$ cat src/rtl/id_ex_bubble_reg_pkg.sv
// Shared definitions for the ID/EX pipeline register: control-word layout,
// the NOP control word, bubble-watchdog states and per-cycle slot actions.
package id_ex_bubble_reg_pkg;

  // Control word: {RegWrite,MemRead,MemWrite,MemtoReg,ALUSrc,Branch,Jump,ALUOp[1:0]}
  localparam int CTRL_W        = 9;
  localparam int CTRL_REGWRITE = 8;
  localparam int CTRL_MEMREAD  = 7;
  localparam int CTRL_MEMWRITE = 6;
  localparam int CTRL_MEMTOREG = 5;
  localparam int CTRL_ALUSRC   = 4;
  localparam int CTRL_BRANCH   = 3;
  localparam int CTRL_JUMP     = 2;
  localparam int CTRL_ALUOP    = 0;  // LSB of the two-bit ALUOp field
  localparam int CTRL_ALUOP_W  = 2;

  // Register index width (x0..x31)
  localparam int REG_IDX_W = 5;

  // All-zero control word: no register write, no memory access, no branch/jump.
  localparam logic [CTRL_W-1:0] NOP_CTRL = '0;

  // Bubble watchdog states
  typedef enum logic [1:0] {
    ST_IDLE   = 2'd0,
    ST_BUBBLE = 2'd1,
    ST_ERR    = 2'd2
  } wd_state_e;

  // What the EX slot does on the coming edge
  typedef enum logic [1:0] {
    ACT_LOAD   = 2'd0,
    ACT_BUBBLE = 2'd1,
    ACT_STALL  = 2'd2,
    ACT_FLUSH  = 2'd3
  } slot_act_e;

  // Resolve the three request lines with priority flush > stall > bubble > load.
  function automatic slot_act_e pick_action(input logic flush, input logic stall,
                                            input logic bubble);
    slot_act_e act;
    if (flush) begin
      act = ACT_FLUSH;
    end else if (stall) begin
      act = ACT_STALL;
    end else if (bubble) begin
      act = ACT_BUBBLE;
    end else begin
      act = ACT_LOAD;
    end
    return act;
  endfunction

  // An instruction that is not valid must never carry live control bits.
  function automatic logic [CTRL_W-1:0] gate_ctrl(input logic valid,
                                                  input logic [CTRL_W-1:0] ctrl);
    return valid ? ctrl : NOP_CTRL;
  endfunction

  // True when a control word could change architectural state.
  function automatic logic ctrl_has_side_effect(input logic [CTRL_W-1:0] ctrl);
    return ctrl[CTRL_REGWRITE] | ctrl[CTRL_MEMREAD] | ctrl[CTRL_MEMWRITE] |
           ctrl[CTRL_BRANCH]   | ctrl[CTRL_JUMP];
  endfunction

endpackage

$ cat src/rtl/id_ex_bubble_reg_sat_counter.sv
// Saturating event counter: counts qualified events from reset and sticks at
// all-ones instead of wrapping.
module sat_counter #(
  parameter int W = 16
) (
  input  logic         clk,
  input  logic         rst_n,
  input  logic         i_inc,
  output logic [W-1:0] o_count
);

  logic [W-1:0] r_count;
  logic         w_at_max;

  assign w_at_max = &r_count;

  // Count one event per qualified cycle; hold once the maximum is reached.
  always_ff @(posedge clk) begin
    if (!rst_n) begin
      r_count <= '0;
    end else if (i_inc && !w_at_max) begin
      r_count <= r_count + W'(1);
    end
  end

  assign o_count = r_count;

endmodule

$ cat src/rtl/id_ex_bubble_reg.sv
// ID/EX pipeline register. Each edge the EX slot either loads the decoded
// instruction, holds (stall), becomes a NOP (load-use bubble) or is killed
// (branch flush). Bubble and flush events are counted, and a watchdog flags
// bubble requests that persist for too many consecutive applied cycles.
module id_ex_bubble_reg
  import id_ex_bubble_reg_pkg::*;
#(
  parameter int XLEN       = 32,
  parameter int CNT_W      = 16,
  parameter int MAX_BUBBLE = 2
) (
  input  logic                 clk,
  input  logic                 rst_n,
  input  logic                 bubble_in,
  input  logic                 flush_in,
  input  logic                 stall_in,
  input  logic                 id_valid,
  input  logic [XLEN-1:0]      id_pc,
  input  logic [XLEN-1:0]      id_rs1_data,
  input  logic [XLEN-1:0]      id_rs2_data,
  input  logic [XLEN-1:0]      id_imm,
  input  logic [4:0]           id_rs1,
  input  logic [4:0]           id_rs2,
  input  logic [4:0]           id_rd,
  input  logic [8:0]           id_ctrl,
  output logic                 ex_valid,
  output logic [XLEN-1:0]      ex_pc,
  output logic [XLEN-1:0]      ex_rs1_data,
  output logic [XLEN-1:0]      ex_rs2_data,
  output logic [XLEN-1:0]      ex_imm,
  output logic [4:0]           ex_rs1,
  output logic [4:0]           ex_rs2,
  output logic [4:0]           ex_rd,
  output logic [8:0]           ex_ctrl,
  output logic [CNT_W-1:0]     bubble_cnt,
  output logic [CNT_W-1:0]     flush_cnt,
  output logic                 hazard_err
);

  // Run-length counter must hold MAX_BUBBLE+1 without overflowing.
  localparam int RUN_W = $clog2(MAX_BUBBLE + 2);
  localparam logic [RUN_W-1:0] RUN_ONE = RUN_W'(1);
  localparam logic [RUN_W-1:0] RUN_MAX = RUN_W'(MAX_BUBBLE);

  // Event counter indices
  localparam int EV_BUBBLE = 0;
  localparam int EV_FLUSH  = 1;
  localparam int EV_NUM    = 2;

  // ------------------------------------------------------------------
  // Slot action decode
  // ------------------------------------------------------------------
  slot_act_e w_action;
  logic      w_bubble_applied;
  logic      w_advance;

  assign w_action         = pick_action(flush_in, stall_in, bubble_in);
  assign w_bubble_applied = (w_action == ACT_BUBBLE);
  // Load or flush both move a new (possibly dead) instruction into EX.
  assign w_advance        = (w_action == ACT_LOAD) || (w_action == ACT_FLUSH);

  // ------------------------------------------------------------------
  // EX slot registers
  // ------------------------------------------------------------------
  logic                 r_ex_valid;
  logic [XLEN-1:0]      r_ex_pc;
  logic [XLEN-1:0]      r_ex_rs1_data;
  logic [XLEN-1:0]      r_ex_rs2_data;
  logic [XLEN-1:0]      r_ex_imm;
  logic [REG_IDX_W-1:0] r_ex_rs1;
  logic [REG_IDX_W-1:0] r_ex_rs2;
  logic [REG_IDX_W-1:0] r_ex_rd;
  logic [CTRL_W-1:0]    r_ex_ctrl;

  // Update the EX slot: NOP on reset/bubble/flush, hold on stall, else load.
  always_ff @(posedge clk) begin
    if (!rst_n) begin
      r_ex_valid    <= 1'b0;
      r_ex_pc       <= '0;
      r_ex_rs1_data <= '0;
      r_ex_rs2_data <= '0;
      r_ex_imm      <= '0;
      r_ex_rs1      <= '0;
      r_ex_rs2      <= '0;
      r_ex_rd       <= '0;
      r_ex_ctrl     <= NOP_CTRL;
    end else begin
      unique case (w_action)
        ACT_FLUSH, ACT_BUBBLE: begin
          // Killed/inserted slot: zero everything so forwarding never sees
          // stale register indices and no side effect can escape.
          r_ex_valid    <= 1'b0;
          r_ex_pc       <= '0;
          r_ex_rs1_data <= '0;
          r_ex_rs2_data <= '0;
          r_ex_imm      <= '0;
          r_ex_rs1      <= '0;
          r_ex_rs2      <= '0;
          r_ex_rd       <= '0;
          r_ex_ctrl     <= NOP_CTRL;
        end
        ACT_LOAD: begin
          r_ex_valid    <= id_valid;
          r_ex_pc       <= id_pc;
          r_ex_rs1_data <= id_rs1_data;
          r_ex_rs2_data <= id_rs2_data;
          r_ex_imm      <= id_imm;
          r_ex_rs1      <= id_rs1;
          r_ex_rs2      <= id_rs2;
          r_ex_rd       <= id_rd;
          r_ex_ctrl     <= gate_ctrl(id_valid, id_ctrl);
        end
        default: begin
          // ACT_STALL: hold every field
        end
      endcase
    end
  end

  assign ex_valid    = r_ex_valid;
  assign ex_pc       = r_ex_pc;
  assign ex_rs1_data = r_ex_rs1_data;
  assign ex_rs2_data = r_ex_rs2_data;
  assign ex_imm      = r_ex_imm;
  assign ex_rs1      = r_ex_rs1;
  assign ex_rs2      = r_ex_rs2;
  assign ex_rd       = r_ex_rd;
  assign ex_ctrl     = r_ex_ctrl;

  // ------------------------------------------------------------------
  // Bubble / flush event counters
  // ------------------------------------------------------------------
  logic             w_cnt_inc [EV_NUM];
  logic [CNT_W-1:0] w_cnt     [EV_NUM];

  // A bubble coinciding with a flush resolves to a flush, so only one
  // counter ever steps per edge.
  assign w_cnt_inc[EV_BUBBLE] = w_bubble_applied;
  assign w_cnt_inc[EV_FLUSH]  = (w_action == ACT_FLUSH);

  generate
    for (genvar gi = 0; gi < EV_NUM; gi++) begin : g_evt_cnt
      sat_counter #(
        .W (CNT_W)
      ) u_cnt (
        .clk     (clk),
        .rst_n   (rst_n),
        .i_inc   (w_cnt_inc[gi]),
        .o_count (w_cnt[gi])
      );
    end
  endgenerate

  assign bubble_cnt = w_cnt[EV_BUBBLE];
  assign flush_cnt  = w_cnt[EV_FLUSH];

  // ------------------------------------------------------------------
  // Bubble watchdog FSM
  // ------------------------------------------------------------------
  wd_state_e        r_state;
  wd_state_e        w_state_next;
  logic [RUN_W-1:0] r_run;
  logic [RUN_W-1:0] w_run_next;
  logic [RUN_W-1:0] w_run_inc;

  assign w_run_inc = r_run + RUN_ONE;

  // Watchdog state and run-length registers.
  always_ff @(posedge clk) begin
    if (!rst_n) begin
      r_state <= ST_IDLE;
      r_run   <= '0;
    end else begin
      r_state <= w_state_next;
      r_run   <= w_run_next;
    end
  end

  // Next-state logic; stall cycles fall through every branch and hold.
  always_comb begin
    w_state_next = r_state;
    w_run_next   = r_run;
    unique case (r_state)
      ST_IDLE: begin
        if (w_bubble_applied) begin
          w_run_next   = RUN_ONE;
          w_state_next = (RUN_ONE > RUN_MAX) ? ST_ERR : ST_BUBBLE;
        end
      end
      ST_BUBBLE: begin
        if (w_bubble_applied) begin
          w_run_next = w_run_inc;
          if (w_run_inc > RUN_MAX) begin
            w_state_next = ST_ERR;
          end
        end else if (w_advance) begin
          w_state_next = ST_IDLE;
          w_run_next   = '0;
        end
      end
      ST_ERR: begin
        // Sticky until reset; pipeline keeps running regardless.
      end
      default: begin
        w_state_next = ST_IDLE;
        w_run_next   = '0;
      end
    endcase
  end

  assign hazard_err = (r_state == ST_ERR);

endmodule
$ cat config.mk
export PLATFORM = sky130hd
export DESIGN_NAME = id_ex_bubble_reg
export DESIGN_NICKNAME = d
export VERILOG_FILES = /design/src/rtl/id_ex_bubble_reg_pkg.sv /design/src/rtl/id_ex_bubble_reg_sat_counter.sv /design/src/rtl/id_ex_bubble_reg.sv
export SDC_FILE = /design/constraint.sdc
export NUM_CORES = 1
export LEC_CHECK = 0
export ABC_AREA = 1
export CORE_MARGIN = 2
export CORE_UTILIZATION = 35
export CTS_CLUSTER_DIAMETER = 120
export DETAILED_ROUTE_END_ITERATION = 8
export GPL_ROUTABILITY_DRIVEN = 0
export PLACE_DENSITY = 0.79
export RECOVER_POWER = 100
export SYNTH_ARGS = -nofsm -noshare
export SYNTH_HDL_FRONTEND = slang
export SYNTH_HIERARCHICAL = 1
export SYNTH_SLANG_ARGS = --single-unit
$ cat constraint.sdc
create_clock -name clk -period 2 [get_ports clk]
set_input_delay 0.4 -clock clk [delete_from_list [all_inputs] [get_ports clk]]
set_output_delay 0.4 -clock clk [all_outputs]
set_load 0.05 [all_outputs]
==> After elaboration in Yosys (flattened, before gate mapping) <==
Cells that the tools add are included.
{ "word_totals": {"register_bits": 189, "inputBits": 158, "output_inout_bits": 186, "elab_cells": 58} }
{ "classes": {"add_sub_neg": 3, "magnitude_cmp": 1, "n_eq_ne": 7, "n_mux": 20, "bitwise_logic": 1, "n_reduce_logical": 13} }
{ "ops": {"columns": ["operator", "count"], "rows": [
  ["32-bit one-hot mux with 2 select lines", 4],
  ["16-bit by 1-bit adder with 16-bit output, second input constant", 2],
  ["16-bit AND reduction", 2],
  ["5-bit one-hot mux with 2 select lines", 3],
  ["9-bit one-hot mux with 2 select lines", 1],
  ["2-bit 2-to-1 mux", 7],
  ["2-bit one-hot mux with 3 select lines", 2],
  ["9-bit 2-to-1 mux", 1],
  ["2-bit by 1-bit equality test with 1-bit output, second input constant", 2],
  ["2-bit equality test, second input constant", 2],
  ["2-bit logical NOT", 2],
  ["4-bit AND reduction", 1],
  ["3-bit by 2-bit inequality test with 1-bit output, second input constant", 1],
  ["3-bit inequality test, second input constant", 1],
  ["3-bit AND reduction", 1],
  ["2-bit by 1-bit adder with 2-bit output, second input constant", 1],
  ["2-bit > comparator, second input constant", 1],
  ["1-bit logical AND", 2],
  ["1-bit logical NOT", 2],
  ["2-bit by 1-bit inequality test with 1-bit output, second input constant", 1],
  ["1-bit one-hot mux with 2 select lines", 1],
  ["2-bit nonzero test", 1],
  ["2-bit OR reduction", 1],
  ["1-bit logical OR", 1],
  ["other kinds (2)", 2]
]} }

==> Depth between registers and ports, before layout <==
{ "depth": {"ltp_word": 8, "ltp_mapped": 10, "depth_no_buf": 10} }

==> Cells and area by module <==
Netlist, hierarchy kept.
{ "modules_own_cells": {"columns": ["mod", "n_inst", "cells_each", "area_each_um2", "seq_area_each_um2"], "rows": [
  ["id_ex_bubble_reg", 1, 709, 5532.8, 3143.0],
  ["sat_counter", 2, 146, 988.4, 320.3]
]} }

==> Worst setup path after synthesis <==
No wires, ideal clock.
{ "synth_path": {"kind": "reg-to-reg", "startpoint": "register g_evt_cnt[0].u_cnt.r_count[1]", "endpoint": "register g_evt_cnt[0].u_cnt.r_count[13]", "setup_time_ns": 0.117, "arrival_ns": 1.680, "t_required_ns": 1.883, "path_slack_ns": 0.203, "path_stages_with_launch": 8, "path_buffers": 1, "synth_period_minus_slack_ns": 1.797, "path_cell_list": "dfxtp_1 ha_1 nand2_1 nor2_4 nand4_4 buf_6 a21oi_1 nor2_1"} }
{ "synth_via": {"elab_chain_len": 3, "word_cells_on_any_way": 4, "classes_between": "add/sub (1); reduce/logical (3)"} }
{ "synth_lines": {"columns": ["item", "line_no", "text"], "rows": [
  ["start: declaration", "id_ex_bubble_reg_sat_counter.sv:12", "logic [W-1:0] r_count;"],
  ["start signal: assignment", "id_ex_bubble_reg_sat_counter.sv:22", "r_count <= r_count + W'(1);"],
  ["branches (longest 3 deep; another with 16-bit by 1-bit adder with 16-bit output)", null, null]
]} }
Parallel ways; which one is timed is not known.
A chain may end at the register's enable or synchronous reset.

==> Worst setup path in the final report <==
{ "layout_path": {"startpoint": "register r_ex_imm[29] (netlist: ex_imm[29])", "endpoint": "output port ex_imm[29]"} }
{ "layout_rtl": {"columns": ["item", "line_no", "text"], "rows": [
  ["start: declaration", "id_ex_bubble_reg.sv:69", "logic [XLEN-1:0] r_ex_imm;"],
  ["start signal: assignment", "id_ex_bubble_reg.sv:107", "r_ex_imm <= id_imm;"],
  ["end: declaration", "id_ex_bubble_reg.sv:30", "output logic [XLEN-1:0] ex_imm,"]
]} }
No word-level cell between the ends.

==> impl_metrics.csv <==
group,metric,value,unit
detailed_routing,drt-pass1-iter-count,5,
critical_path,worst_setup_path_start_kind,"flop",
floorplan,dieArea,22600,um2
clocking,clkLatencyLatePin,420,ps
global_route,grt_pass1_vias,7089,
flow_run,cap_violations,0,
detailed_routing,viasPerCell,4.69,
placed_design,dpl.hpwl,17.1,mm
timing,worst_pin_slew,670,ps
logic_synthesis,post-synth-top-count-cell,"nand2_1",
logic_synthesis,synth_top_family_by_area,"simple AND/OR/NAND/NOR gates",
critical_path,slowest_stage,"clkdlybuf4s50_1",
critical_path,crit_type,"flop to output port",
cells_and_area,drive_above_1_share,6.81,%
logic_synthesis,syn_nets,1162,
timing,setup_tns,0,ps
timing,whs,460,ps
logic_synthesis,synth_warnings,6,
hold_path,hold_class,"flop to flop",
global_route,antenna_found_initial,0,
clocking,cts.hold.buffers_added,0,
critical_path,cpPeakStageDelay,810,ps
detailed_routing,via_count,7630,
logic_synthesis,synthMuxAreaShare,0,%
logic_synthesis,synth.distinct_cells,24,
cells_and_area,fill_cells,2035,
floorplan,initial_utilization,35.7,%
critical_path,cp.arrival,1570,ps
clocking,cts.sinks,189,
cells_and_area,final_core_util,52.9,%
logic_synthesis,yosysTopAreaCell,"dfxtp_1",
run_status,status,"completed",
critical_path,crit_path_end_kind,"output port",
logic_synthesis,synth_area,7510,um2
logic_synthesis,synthXorXnorAreaFrac,0,%
logic_synthesis,yosys.area_share.simple,29.9,%
floorplan,coreArea,21000,um2
floorplan,chipHeight,150,um
clocking,cts.clk_slew.worst_paths,70,ps
pwr,ir_worst_vdd,534,uV
timing,post-route-min-period,1970,ps
global_route,grt_usage,19.5,%
timing,relSlewSlack,55.5,%
floorplan,num_io_pins,344,
floorplan,die_w,150,um
logic_synthesis,synth_area_per_cell,7.50,um2
floorplan,rows,53,
critical_path,crit_family,"buffers and inverters",
timing,worst_slack,30.2,ps
logic_synthesis,seq_area_frac_synth,50.4,%
cells_and_area,layout.nets,1499,
logic_synthesis,synth-edff-count,0,
logic_synthesis,postSynthCellCount,1001,
timing,finalHoldViolations,0,
global_route,gr-total-overflow,0,
logic_synthesis,ys_top_cells_by_count,"379 x nand2_1, 189 x dfxtp_1, 176 x a21oi_1",
detailed_routing,routed_wl,23.5,mm
pwr,power.leakage,4.28,nW
clocking,cts_buffer_depth,2,
cells_and_area,syn_to_final_growth,48.0,%
cells_and_area,num_antenna_cells,0,
detailed_routing,drc,0,
timing,setup_violations,0,
global_route,grt_max_degree,63,
logic_synthesis,synthAdderAreaFrac,0.500,%
logic_synthesis,ys_ff_latch,189,
clocking,htree_num_levels,4,
timing,drv_slew,0,
pwr,p_per_area,744,nW/um2
detailed_routing,wl_per_cell,14.5,um
logic_synthesis,synthFlopType,"dfxtp_1",
critical_path,required,1600,ps
clocking,cts_made_buffers,17,
logic_synthesis,yosys.area.top_type_share,50.4,%
timing,finClkSkew,9.02,ps
detailed_routing,drtIter0Drc,348,
critical_path,path_max_fanout,2,
clocking,cts_tree,"done",
detailed_routing,antenna_left,0,
logic_synthesis,synth-compound-area-share,13.1,%
placed_design,io_buffers,343,
global_route,grt_pass1_wl,35.3,mm
logic_synthesis,synth.area.top_cells,"dfxtp_1 50%, nand2_1 19%, a21oi_1 12%",
placed_design,place_ws,-3.64,ps
logic_synthesis,async_flop_share,0,%
clocking,post-cts-setup-buffers,0,
timing,timing.fmax,0.508,GHz
clocking,clockRootBuffer,"clkbuf_16",
critical_path,cp_cell_sequence,"clkdlybuf4s50_1",
timing,timing.final.crit_share,98.5,%
critical_path,cp_num_buf_inv,1,
pwr,total_power,8.27,mW
==> sequential cells by signal, indices dropped and copies added (netlist names) <==
| register | flops |
|---|---|
| ex_imm | 32 |
| ex_ctrl | 9 |
| ex_rs1 | 5 |
| r_run | 2 |
| ex_rs2_data | 32 |
| ex_rs2 | 5 |
| r_state | 2 |
| ex_valid | 1 |
| g_evt_cnt.u_cnt/o_count | 32 |
| ex_pc | 32 |
| ex_rs1_data | 32 |
| ex_rd | 5 |
==> final timing paths <==
path	startpoint	endpoint	slack, ps	cells after the start
worst max-delay path	ex_imm[29]$_SDFFE_PN0P_	ex_imm[29]	30	1
worst min-delay path	ex_imm[28]$_SDFFE_PN0P_	ex_imm[28]$_SDFFE_PN0P_	460	2
worst max register to register	g_evt_cnt[1].u_cnt/o_count[1]$_SDFFE_PN0P_	g_evt_cnt[1].u_cnt/o_count[13]$_SDFFE_PN0P_	230	6
worst min register to register	ex_imm[28]$_SDFFE_PN0P_	ex_imm[28]$_SDFFE_PN0P_	460	2
==> cell type report <==
cell class	count	area, um2	share of cell area [%]
flip-flops and latches	189	3780	34.0
clock buffers	19	443	3.99
repair buffers	371	3050	27.5
inverters	39	151	1.36
multi-input cells	720	3180	28.6
well taps	275	344	3.10
clock inverters	13	155	1.40
==> report_power, final <==
part           total [mW]  internal (mW)  switching [mW]  leakage (nW)
Clock                3.42           1.81            1.61         0.286
Sequential           3.87           3.83          0.0402          1.53
Combinational       0.976          0.422           0.554          2.47
Total                8.27           6.07            2.20          4.28
==> cell families after synthesis <==
logic type / after synthesis
simple gates: 527
fa+ha+maj: 3
compound gates: 190
buf+inv: 92
flops: 189
==> repair_timing <==
item	4_1_cts	5_1_grt
resized for setup	75	70
endpoints found under the setup margin	75	70
pin swaps	0	0
==> layout by cell type, fill, tap and decap left out, types with 3 or more instances in the layout <==
cell type        synthesis  layout
a21oi_1                176     176
buf_12                   0       8
buf_4                    2      16
clkbuf_1                22      93
clkbuf_16                0      17
clkbuf_2                 0       6
clkdlybuf4s50_1          0     173
clkinv_4                 0       3
dfxtp_1                189     189
dlygate4sd2_1            0      75
ha_1                     3       3
inv_1                   35      36
inv_8                    0       3
nand2_1                379     382
nand2_2                 12       9
nand3_1                 31      31
nand3_2                  4       4
nand3b_1                 4       4
nand4_1                  5       5
nor2_1                  72      80
nor2_2                   4       3
nor2_4                  13       6
o21ai_0                 10      10
==> stage by stage <==
step,instances,instance area [um2]
5_1_grt,1626,11100
6_report,1626,11100
4_1_cts,1626,11700
2_1_floorplan,1001,7510
3_5_place_dp,1594,11200
3_3_place_gp,1594,11200
==> metal layers <==
layer | track usage [%] | wire (um) | up-vias
li1 | - | - | 3876
met1 | 22.7 | 9450 | 3447
met2 | 33.5 | 11500 | 269
met3 | 6.48 | 2090 | 38
met4 | 6.70 | 477 | 0
met5 | 0 | 0 | -
Note: power is estimated with default switching activity, not from simulation.
